==> config.mk <==
export PLATFORM = sky130hd
export DESIGN_NAME = span_read_sequencer
export DESIGN_NICKNAME = d
export VERILOG_FILES = /design/src/rtl/span_seq_pkg.sv /design/src/rtl/span_out_fifo.sv /design/src/rtl/span_read_sequencer.sv
export SDC_FILE = /design/constraint.sdc
export NUM_CORES = 1
export LEC_CHECK = 0
export CORE_UTILIZATION = 56
export DETAILED_ROUTE_END_ITERATION = 7
export GPL_TIMING_DRIVEN = 0
export PLACE_DENSITY_LB_ADDON = 0.08
export SLEW_MARGIN = 20
export SYNTH_ARGS = -nofsm -noshare
export SYNTH_HDL_FRONTEND = slang
export SYNTH_SLANG_ARGS = --single-unit
==> constraint.sdc <==
create_clock -name clk -period 3.6 [get_ports clk]
set_input_delay 0.9 -clock clk [delete_from_list [all_inputs] [get_ports clk]]
set_output_delay 0.9 -clock clk [all_outputs]
set_load 0.1 [all_outputs]
==> src/rtl/span_seq_pkg.sv <==
// Shared types and width helpers for the span read sequencer.
// Width helpers let each instance derive its widths from its own parameters.
package span_seq_pkg;

  typedef enum logic [1:0] {
    IDLE = 2'd0,
    READ = 2'd1,
    DONE = 2'd2
  } seq_state_t;

  localparam int XW_DEF        = 16;
  localparam int YW_DEF        = 16;
  localparam int ZW_DEF        = 32;
  localparam int BUF_DEPTH_DEF = 256;
  localparam int OUT_DEPTH_DEF = 4;

  localparam int LEN_W  = $clog2(BUF_DEPTH_DEF + 1);
  localparam int ADDR_W = $clog2(BUF_DEPTH_DEF);
  localparam int REC_W  = XW_DEF + YW_DEF + ZW_DEF + 1;

  function automatic int len_width(input int depth);
    return $clog2(depth + 1);
  endfunction

  function automatic int addr_width(input int depth);
    return $clog2(depth);
  endfunction

  function automatic int rec_width(input int xw, input int yw, input int zw);
    return xw + yw + zw + 1;
  endfunction

endpackage

==> src/rtl/span_out_fifo.sv <==
// Small synchronous FIFO holding pixel records between the packer read port and
// the downstream stage. Pointers and count clear on reset; storage does not.
module span_out_fifo #(
  parameter int W     = 65,
  parameter int DEPTH = 4
) (
  input  logic                       clk,
  input  logic                       rstn,
  input  logic                       push,
  input  logic                       pop,
  input  logic [W-1:0]               wdata,
  output logic [W-1:0]               rdata,
  output logic                       full,
  output logic                       empty,
  output logic [$clog2(DEPTH+1)-1:0] count
);

  localparam int AW = $clog2(DEPTH);
  localparam int CW = $clog2(DEPTH + 1);

  logic [W-1:0]  mem [DEPTH];
  logic [AW-1:0] wptr;
  logic [AW-1:0] rptr;
  logic          do_push;
  logic          do_pop;

  assign full    = (count == CW'(DEPTH));
  assign empty   = (count == '0);
  assign do_push = push && !full;
  assign do_pop  = pop && !empty;
  assign rdata   = mem[rptr];

  always_ff @(posedge clk) begin
    if (do_push) mem[wptr] <= wdata;
  end

  always_ff @(posedge clk or negedge rstn) begin
    if (!rstn) begin
      wptr  <= '0;
      rptr  <= '0;
      count <= '0;
    end else begin
      if (do_push) wptr <= wptr + AW'(1);
      if (do_pop)  rptr <= rptr + AW'(1);
      case ({do_push, do_pop})
        2'b10:   count <= count + CW'(1);
        2'b01:   count <= count - CW'(1);
        default: count <= count;
      endcase
    end
  end

endmodule

==> src/rtl/span_read_sequencer.sv <==
// Drains one closed span at a time from the row packer buffer into a pixel stream,
// then pulses desc_done so the packer can recycle the buffer.
//
// state | meaning
// IDLE  | waiting for a descriptor; only state with desc_ready high
// READ  | issuing buffer reads under FIFO credit until the last read is captured
// DONE  | one-cycle desc_done pulse, span_count increments
module span_read_sequencer
  import span_seq_pkg::*;
#(
  parameter int XW        = 16,
  parameter int YW        = 16,
  parameter int ZW        = 32,
  parameter int BUF_DEPTH = 256,
  parameter int OUT_DEPTH = 4
) (
  input  logic                           clk,
  input  logic                           rstn,
  input  logic                           desc_valid,
  output logic                           desc_ready,
  input  logic [XW-1:0]                  desc_x0,
  input  logic [YW-1:0]                  desc_y,
  input  logic [$clog2(BUF_DEPTH+1)-1:0] desc_len,
  output logic                           desc_done,
  output logic                           read_en,
  output logic [$clog2(BUF_DEPTH)-1:0]   read_addr,
  input  logic [ZW-1:0]                  read_data,
  output logic                           pix_valid,
  input  logic                           pix_ready,
  output logic [XW-1:0]                  pix_x,
  output logic [YW-1:0]                  pix_y,
  output logic [ZW-1:0]                  pix_z,
  output logic                           pix_last,
  output logic                           busy,
  output logic [31:0]                    span_count
);

  localparam int LW = len_width(BUF_DEPTH);
  localparam int AW = addr_width(BUF_DEPTH);
  localparam int RW = rec_width(XW, YW, ZW);
  localparam int CW = $clog2(OUT_DEPTH + 1);

  seq_state_t    state;
  seq_state_t    state_nxt;
  logic [XW-1:0] x0_q;
  logic [XW-1:0] pend_x;
  logic [YW-1:0] y_q;
  logic [LW-1:0] len_q;
  logic [LW-1:0] idx;
  logic          pending;
  logic          pend_last;
  logic          accept;
  logic          issue;
  logic          push;
  logic          pop;
  logic          fifo_full;
  logic          fifo_empty;
  logic [CW-1:0] fifo_count;
  logic [CW:0]   credit_used;
  logic [RW-1:0] push_rec;
  logic [RW-1:0] head_rec;

  assign accept      = desc_valid && (state == IDLE);
  assign credit_used = {1'b0, fifo_count} + {{CW{1'b0}}, pending};
  // A read is only issued when a FIFO slot is reserved for its data.
  assign issue       = (state == READ) && (idx != len_q) && !fifo_full &&
                       (credit_used < (CW+1)'(OUT_DEPTH));
  assign push        = pending;
  assign push_rec    = {pend_x, y_q, read_data, pend_last};
  assign pop         = !fifo_empty && pix_ready;

  always_comb begin
    state_nxt = state;
    case (state)
      IDLE:    if (accept) state_nxt = (desc_len == '0) ? DONE : READ;
      READ:    if (push && pend_last) state_nxt = DONE;
      DONE:    state_nxt = IDLE;
      default: state_nxt = IDLE;
    endcase
  end

  always_ff @(posedge clk or negedge rstn) begin
    if (!rstn) begin
      state      <= IDLE;
      span_count <= '0;
    end else begin
      state <= state_nxt;
      if (state == DONE) span_count <= span_count + 32'd1;
    end
  end

  always_ff @(posedge clk or negedge rstn) begin
    if (!rstn) begin
      x0_q      <= '0;
      y_q       <= '0;
      len_q     <= '0;
      idx       <= '0;
      pending   <= 1'b0;
      pend_x    <= '0;
      pend_last <= 1'b0;
    end else begin
      if (accept) begin
        x0_q  <= desc_x0;
        y_q   <= desc_y;
        len_q <= desc_len;
        idx   <= '0;
      end else if (issue) begin
        idx <= idx + LW'(1);
      end
      // Read data lands one cycle after issue and is always captured then.
      pending <= issue;
      if (issue) begin
        pend_x    <= x0_q + XW'(idx);
        pend_last <= ((idx + LW'(1)) == len_q);
      end
    end
  end

  span_out_fifo #(
    .W    (RW),
    .DEPTH(OUT_DEPTH)
  ) u_fifo (
    .clk  (clk),
    .rstn (rstn),
    .push (push),
    .pop  (pop),
    .wdata(push_rec),
    .rdata(head_rec),
    .full (fifo_full),
    .empty(fifo_empty),
    .count(fifo_count)
  );

  assign desc_ready = (state == IDLE);
  assign desc_done  = (state == DONE);
  assign read_en    = issue;
  assign read_addr  = idx[AW-1:0];
  assign pix_valid  = !fifo_empty;
  assign {pix_x, pix_y, pix_z, pix_last} = fifo_empty ? '0 : head_rec;
  assign busy       = (state != IDLE) || !fifo_empty;

endmodule

======== Word-level counts from Yosys, hierarchy flattened ========
Memories as Yosys holds them, arrays and structs flattened.
Index checks and enable logic that the tools add are counted.
word-level totals
  bits in registers ....................... 109
  memory bits (writable) .................. 260
  input port bits ......................... 77
  output and inout bits ................... 110
  word-level logic and storage cells ...... 59
  memories ................................ 1
cells by class
  add/subtract/negate cells ............... 8
  $lt $le $gt $ge ......................... 1
  eq/ne operators ......................... 9
  muxes and demuxes ....................... 10
  reduce and logical (&&, ||, !) cells .... 18
memories
  memory      words  width  rd ports  clocked after memory_dff  wr ports  line                 source
  u_fifo.mem  4      65     1         0                         1         span_out_fifo.sv:21  logic [W-1:0] mem [DEPTH];
operators with widths
  kind                     number
  $mux W65                 1
  $add A32 B1 Y32 const B  1
  $mux W9                  2
  $add A16 B9 Y16          1
  $add A9 B1 Y9 const B    1
  $eq A9 B9 Y1             1
  $logic_not A9 Y1         1
  $ne A9 B9 Y1             1
  $logic_and A1 B1 Y1      8
  $mux W2                  3
  $pmux W3 S2              1
  $reduce_bool A2 Y1       3
  $add A2 B1 Y2 const B    2
  $add A3 B1 Y4            1
  $eq A2 B1 Y1 const B     2
  $eq A2 B2 Y1 const B     2
  $lt A4 B3 Y1 const B     1
  $ne A2 B1 Y1 const B     2
  $pmux W2 S2              1
  $add A3 B1 Y3 const B    1
  $eq A3 B3 Y1 const B     1
  $logic_not A3 Y1         1
  $sub A3 B1 Y3 const B    1
  $logic_not A1 Y1         2
  4 further kinds          5

======== Depth between registers and ports, before layout ========
Gate-level depths: netlist of the first run.
  word-level depth ........................ 6
  gate-level depth with buffers ........... 9
  mapped depth without buffers ............ 9

======== Hierarchy ========
A second synthesis of the first run with hierarchy kept.
unflattened totals
  cells, all modules ...................... 999
  area total of the unflattened synthesis .. 15383.5 um^2
modules (own cells, without submodules)
  module               times used  cells each  area each (um^2)  sequential area each (um^2)
  span_out_fifo        1           377         9831.9            7982.7
  span_read_sequencer  1           622         5551.6            2552.4

======== Worst setup path before layout of the first run ========
No wires, ideal clock.
  path type ............................... register to output
  start point ............................. reg state[0]
  end point ............................... out busy
  arrival time ............................ 2.769 ns
  required time ........................... 2.700 ns
  path slack .............................. -0.069 ns
  cell stages (with the launch flop) ...... 3
  buffers on the path ..................... 0
  cell sequence ........................... dfrtp_1 -> nor2_1 -> nand2b_1
between the ends
  longest elaborated chain between the ends .. 2
RTL lines
  item                    line                        source
  from (decl)             span_read_sequencer.sv:43   seq_state_t state;
  from (signal assigned)  span_read_sequencer.sv:87   state <= state_nxt;
  $reduce_bool A2 Y1      span_read_sequencer.sv:140  assign busy = (state != IDLE) || !fifo_empty;
  $logic_or A1 B1 Y1      span_read_sequencer.sv:140
  to (decl)               span_read_sequencer.sv:34   output logic busy,
No other way between the ends.

======== Final worst setup path of the first run ========
  start point ............................. reg u_fifo.count[2]
  end point ............................... out pix_y[6]
between the ends
  longest elaborated chain between the ends .. 2
RTL lines
  item                    line                        source
  from (decl)             span_out_fifo.sv:15         output logic [$clog2(DEPTH+1)-1:0] count
  from (signal assigned)  span_out_fifo.sv:46         2'b10: count <= count + CW'(1);
  from (signal assigned)  span_out_fifo.sv:47         2'b01: count <= count - CW'(1);
  from (signal assigned)  span_out_fifo.sv:48         default: count <= count;
  $logic_not A3 Y1        span_out_fifo.sv:28         assign empty = (count == '0);
  $mux W65                span_read_sequencer.sv:139  assign {pix_x, pix_y, pix_z, pix_last} = fifo_empty ? '0 : head_rec;
  to (decl)               span_read_sequencer.sv:31   output logic [YW-1:0] pix_y,
No other way between the ends.

==> results.md, run 1 <==
* Status: finished, final reports clean
* Grt peak-use layer: met2
* Drt pass-1 iters at 4
* Critical Setup Path Class: reg -> out
* Synth Area in XOR/XNOR at 0.03507
* Synth Area in Adders at 0.01577
* DRC errors left at 0
* Cell variety after synth at 54
* Clock Path Buffers at 3
* Grt met1 use at 0.3095
* Area Growth Syn to Fin at 23.50%
* EDFF count, synth at 260
* Antenna violations before repair at 0
* Die area at approximately 28000 µm²
* Fin util at 0.7020
* Clock Skew at between 0.015 and 0.02 ns
* Total CTS buffers at 38
* Fill cells at around 1800
* DR vias at around 8800
* Clk root buf: clkbuf_16
* Most frequent cell after synthesis: edfxtp_1
* Main combinational cell family by area after synthesis: simple AND/OR/NAND/NOR gates
* Tcrit/Tclk final at 0.9574
* Slowest Stage Delay on Critical Path at between 0.4 and 0.5 ns
* Overflow after GRT at 0
* Die Ht at 166.9 µm
* Row cnt at 60
* Sequential-to-total area share from yosys stat at 0.6915
* Post-synth top cells: 260 x edfxtp_1, 166 x nand2_1, 109 x dfrtp_1
* Tot GR Track Use at 0.2248
* Mapped Area at around 15000 µm²
* Post-route insts no fill at ~1600
* # IOs at ~190
* Final hold violations at 0
* FF-to-FF path depth at 4
* Slowest CP cell: buf_2
* RSZ-0062 raised after global routing: false
* Initial Util at 0.5684
* CTS tree: built
* Cell mode on critical path: clkbuf_2
* DRT antenna net count at 0
* Drt initial violations at 481
* Simple-Gate Fraction of Synth Area at 0.1041
* Min Clock Period, post-route at ~3.4 ns
* Htree depth at 2
* CP startpoint kind: register
* Die Wd at approximately 170 µm
* Mean Syn Cell Area at around 15 µm²
* First-pass GRT wire length at roughly 49000 µm
* Layout cells sized above 1 at 0.1937
* Vias in the first global route at 8964
* Largest net degree at the start of global routing at 58
* Clk_lat worst skew at around 0.5 ns
* Compound-Gate Fraction of Synth Area at 0.03244
* Maximum clock frequency at about 0.29 GHz
* Post-CTS Hold Fix Bufs at 0
* Buffers on Ports at between 150 and 200
* Clock sink count at between 300 and 400
* DP HPWL at 19590 µm
* Hold Slack at between 0.3 and 0.4 ns
* Clk slew on worst S/H paths at 0.06 ns
* DRT Wirelength at roughly 31000 µm
* Drt via density at 5.523
* Fin nets at approximately 1300
* Place WS at -0.5043 ns
* Syn Nets at between 1000 and 1500
* Synthesis Warnings at 0
* Synthesis-stage register bit count at about 370
* Synth top area share at 0.5125
* Hold WC Path Type: in -> async
* Mux share of post-synthesis cell area at 0.1003
* Critical Path RT at between 2 and 3 ns
* Cells after Synth at between 900 and 1000
* Critical-path cell list: or3_1 -> clkbuf_2 -> clkbuf_2 -> and2_1 -> buf_2
* # Max-Cap Violations at 0
* DR WL/cell at 19.26 µm
* Main synth FF type: edfxtp_1
* Post-synth ARST share at 0.2954
* Top cells by area, synth: edfxtp_1 51%, dfrtp_1 18%, mux4_2 9.6%, nand2_1 4.1%, and2_1 2.9%
* GP Congestion at 0.8465
* Synth area leader: edfxtp_1
* Data arrival, critical path at 2.55 ns
* Crit. End Element: primary output
* Setup Viol. Count Final at 0
* Core footprint at between 20000 and 30000 µm²
* Slew @ Worst Pin at 1.016 ns
* Setup slack after layout at between 0.15 and 0.2 ns
* Met2 usage at 0.3757
* Pins Over Slew Limit at 0
* # placed instances at ~1500
* Max FO, Critical Path at 10
* Relative max-transition margin at 0.3205
* Grt met3 use at 0.03826
==> repair_timing <==
action                                  in CTS  in global routing
hold endpoints to repair                     0                  0
buffers inserted                             0                  0
gates resized for setup                    318                  6
endpoints found under the setup margin      68                 19
pin swaps                                    0                  0
==> worst max-delay path, delay by kind of cell, from the launching register on <==
family	cells	cell delay (ns)
buffers and inverters	3	1.09
DFF	1	0.40
and+or+nand+nor	2	0.54
==> worst paths after layout <==
path	end	start	slack, ns
min in group clk	x0_q[2]	x0_q[2]	0.48
max	pix_y[6]	u_fifo.count[2]	0.15
min	y_q[2]	rstn	0.36
max reg2reg	u_fifo.mem[0][62]	u_fifo.count[0]	1.20
min reg2reg	x0_q[2]	x0_q[2]	0.48
max in group asynchronous	pend_x[14]	rstn	2.55
==> registers in the layout, summed over array words and instances, names as in the netlist <==
signal / cells
u_fifo.rptr: 2
u_fifo.count: 3
idx: 9
u_fifo.mem: 260
state: 2
pending: 1
x0_q: 16
pend_last: 1
y_q: 16
len_q: 9
pend_x: 16
u_fifo.wptr: 2
span_count: 32
==> layout make-up <==
| cell class | count | area (µm²) | area share |
|---|---|---|---|
| clock buffers | 51 | 1051 | 0.05586 |
| flip-flops and latches | 369 | 10540 | 0.5600 |
| clock inverters | 17 | 182.7 | 0.009709 |
| plain buffers | 56 | 301.5 | 0.01603 |
| multi-input cells | 549 | 4395 | 0.2336 |
| inverters | 11 | 41.29 | 0.002195 |
| well taps | 341 | 426.7 | 0.02268 |
| repair buffers | 191 | 1878 | 0.09982 |
| diodes | 1 | 2.502 | 0.0001330 |
==> kinds of logic after synthesis <==
| group | after synthesis |
|---|---|
| AOI/OAI and AO/OA | 78 |
| xor gates and xnor gates | 61 |
| adders and majority gates | 18 |
| buffers and inverters | 68 |
| DFF | 369 |
| muxes | 71 |
| and+or+nand+nor | 321 |
==> placed cells by master, fill, tap and decap left out, drive strengths merged, types with 3 or more instances in the layout <==
| cell | instances |
|---|---|
| nand4 | 8 |
| nand2 | 166 |
| nor2b | 4 |
| inv | 12 |
| mux2 | 3 |
| ha | 16 |
| o211ai | 5 |
| edfxtp | 260 |
| o21ai | 23 |
| clkdlybuf4s15 | 27 |
| nand3 | 18 |
| a211oi | 4 |
| and3 | 9 |
| nor2 | 10 |
| and4 | 11 |
| xor2 | 22 |
| a31oi | 5 |
| bufinv | 4 |
| a21o | 7 |
| mux4 | 65 |
| clkbuf | 79 |
| a21oi | 16 |
| nor3 | 3 |
| xnor2 | 39 |
| clkdlybuf4s50 | 117 |
| and2 | 72 |
| clkinv | 12 |
| o31ai | 4 |
| mux2i | 3 |
| or3 | 8 |
| buf | 74 |
| dfrtp | 109 |
==> layer usage <==
metal  up-vias  routed length (µm)
met3        44                1632
li1       4104                   -
met5         -                   0
met2       252               15230
met1      4360               13120
met4         0                 565
==> stage by stage <==
stage | instance area [µm²] | setup TNS (ns)
after global placement | 17530 | -464.39
final | 18810 | 0
after CTS | 18810 | 0
after detailed placement | 17660 | -20.03
after floorplan | 15240 | 0
after global routing | 18810 | 0
Power of run 1 is left out: the tool's default activity adds up to more than one toggle a clock period on the data nets, which glitch-free logic cannot reach.
==> run 2: changes to the inputs <==
- CORE_UTILIZATION: 56 -> 60
- clock period: 3.6 -> 4.1 ns (I/O delays scaled with it)
==> run 2 against run 1 <==
- first-iteration DRC count rose by 27%
- sequential cell count did not move
- critical path depth did not move
- highest routed layer unchanged
- routed wire length fell by 0.11%
- utilization rose by 6.1 points
- critical path type unchanged
- final cell count fell by 1.1%
==> results.md, run 2 (synthesized netlist as in run 1, its figures left out) <==
* Drt pass-1 iters at 5
* DP Area at between 15000 and 20000 µm²
* Data arrival, critical path at between 2 and 3 ns
* Setup slack after layout at 0.2015 ns
* Drt via density at 5.649
* Clock Skew at roughly 0.012 ns
* DP HPWL at slightly below 20000 µm
* Post-CTS Hold Fix Bufs at 0
* Initial Util at 0.6192
* # Max-Cap Violations at 0
* Vias in the first global route at around 9100
* Setup Fix Bufs, Post-CTS at 0
* Clk root buf: clkbuf_16
* DRC errors left at 0
* Fin util at 0.7625
* Clk_lat worst skew at about 0.5 ns
* Buffers on Ports at about 190
* DRT Wirelength at ~30000 µm
* First-pass GRT wire length at 49160 µm
* CTS tree: built
* DR vias at slightly below 9000
* Max FO, Critical Path at 10
* # IOs at between 150 and 200
* Fill cells at roughly 1500
* Non-Filler Cell Area, Final at about 19000 µm²
* Status: finished, final reports clean
* Total CTS buffers at 36
* Commonest non-fill, non-tap cell in the layout: edfxtp_1
* Max reg flops at 260
* Core footprint at around 25000 µm²
* Die area at between 20000 and 30000 µm²
* Htree depth at 2
* Largest net degree at the start of global routing at 60
* Pins Over Slew Limit at 0
* Min Clock Period, post-route at 3.898 ns
* Overflow after GRT at 0
* Tcrit/Tclk final at 0.9508
* Fin nets at about 1300
* Die Wd at 161.3 µm
* Largest register by flop count: u_fifo.mem
* Commonest cells after routing, fill and taps aside: 260 x edfxtp_1, 166 x nand2_1, 118 x clkdlybuf4s50_1
* DR WL/cell at between 15 and 20 µm
* Die Ht at 161.3 µm
* Drt initial violations at between 600 and 700
* Setup Viol. Count Final at 0
* Critical Setup Path Class: reg -> out
* Slew @ Worst Pin at 1.052 ns
* Critical Path RT at ~3.1 ns
* RSZ-0062 raised after global routing: false
* Row cnt at between 50 and 60
* Clk slew on worst S/H paths at roughly 0.06 ns
* Antenna violations before repair at 1
* Maximum clock frequency at about 0.26 GHz
* GP Congestion at 0.8477
* Relative max-transition margin at 0.2967
* Clock Path Buffers at 3
* CP startpoint kind: register
* Place WS at -0.04864 ns
* Final hold violations at 0
* Largest registers: u_fifo.mem (260), span_count (32)
* Hold WC Path Type: reg -> reg
* Layout cells sized above 1 at 0.1714
* DRT antenna net count at 0
* Tot GR Track Use at 0.2465
* Area Growth Syn to Fin at 23.15%
* Crit. End Element: primary output
* Clock sink count at between 300 and 400
==> run 2: cell count changes in the layout (fill, tap and decap cells not counted), moves of 2 or more <==
cell             change
buf_2               -17
buf_4               -24
bufinv_16            -2
clkbuf_1             +4
clkbuf_16            -2
clkbuf_2             +7
clkbuf_8             -3
clkdlybuf4s15_2     +15
clkinv_1             +5
clkinv_2             -4
clkinvlp_4           +4
dlygate4sd2_1       +16
==> run 2: layout make-up <==
| class | count | area, µm² | area share |
|---|---|---|---|
| Tap cell | 324 | 405.4 | 0.02161 |
| Buffer | 57 | 291.5 | 0.01554 |
| Clock buffer | 45 | 955.9 | 0.05095 |
| Antenna cell | 1 | 2.502 | 0.0001334 |
| Timing Repair Buffer | 191 | 1977 | 0.1054 |
| Clock inverter | 21 | 160.2 | 0.008536 |
| Sequential cell | 369 | 10540 | 0.5615 |
| Multi-Input combinational cell | 549 | 4393 | 0.2341 |
| Inverter | 11 | 41.29 | 0.002201 |
==> run 2: worst paths after layout <==
kind                                 startpoint                end  slack (ns)  cells after the start
worst max register to register  u_fifo.count[0]  u_fifo.mem[2][12]        1.76                      4
min in group asynchronous                  rstn           x0_q[12]        0.49                      1
max in group asynchronous                  rstn     span_count[31]        2.95                      2
worst min-delay path                    x0_q[2]            x0_q[2]        0.48                      2
worst min register to register          x0_q[2]            x0_q[2]        0.48                      2
worst max-delay path            u_fifo.count[2]           pix_x[2]        0.20                      5
==> run 2: metrics by stage <==
step,instances,hold WS [ns],TNS [ns]
2_1_floorplan,986,0.4497,0
3_3_place_gp,1496,0.4623,-266.52
3_5_place_dp,1501,0.4694,-0.3010
4_1_cts,1567,0.4840,0
5_1_grt,1567,0.4990,0
6_report,1568,0.4818,0
==> run 2: what timing repair did <==
action / in CTS / in global routing
cloned: 0 / 0
setup endpoints to repair: 67 / 43
gates resized for setup: 155 / 22
==> run 2: critical path, stage by stage (launching register included) <==
cell	delay, ns
dfrtp_1	0.42
or3_1	0.34
clkbuf_2	0.35
clkbuf_1	0.44
and2_1	0.25
clkdlybuf4s15_2	0.57
==> run 2: per-layer routing <==
metal,GRT usage,part of all wire,wire [µm]
met1,0.3499,0.43,12990
met2,0.4042,0.49,15010
met3,0.04597,0.066,2023
met4,0.05317,0.016,495
met5,0,0,0
Power of run 2 is left out for the same reason.
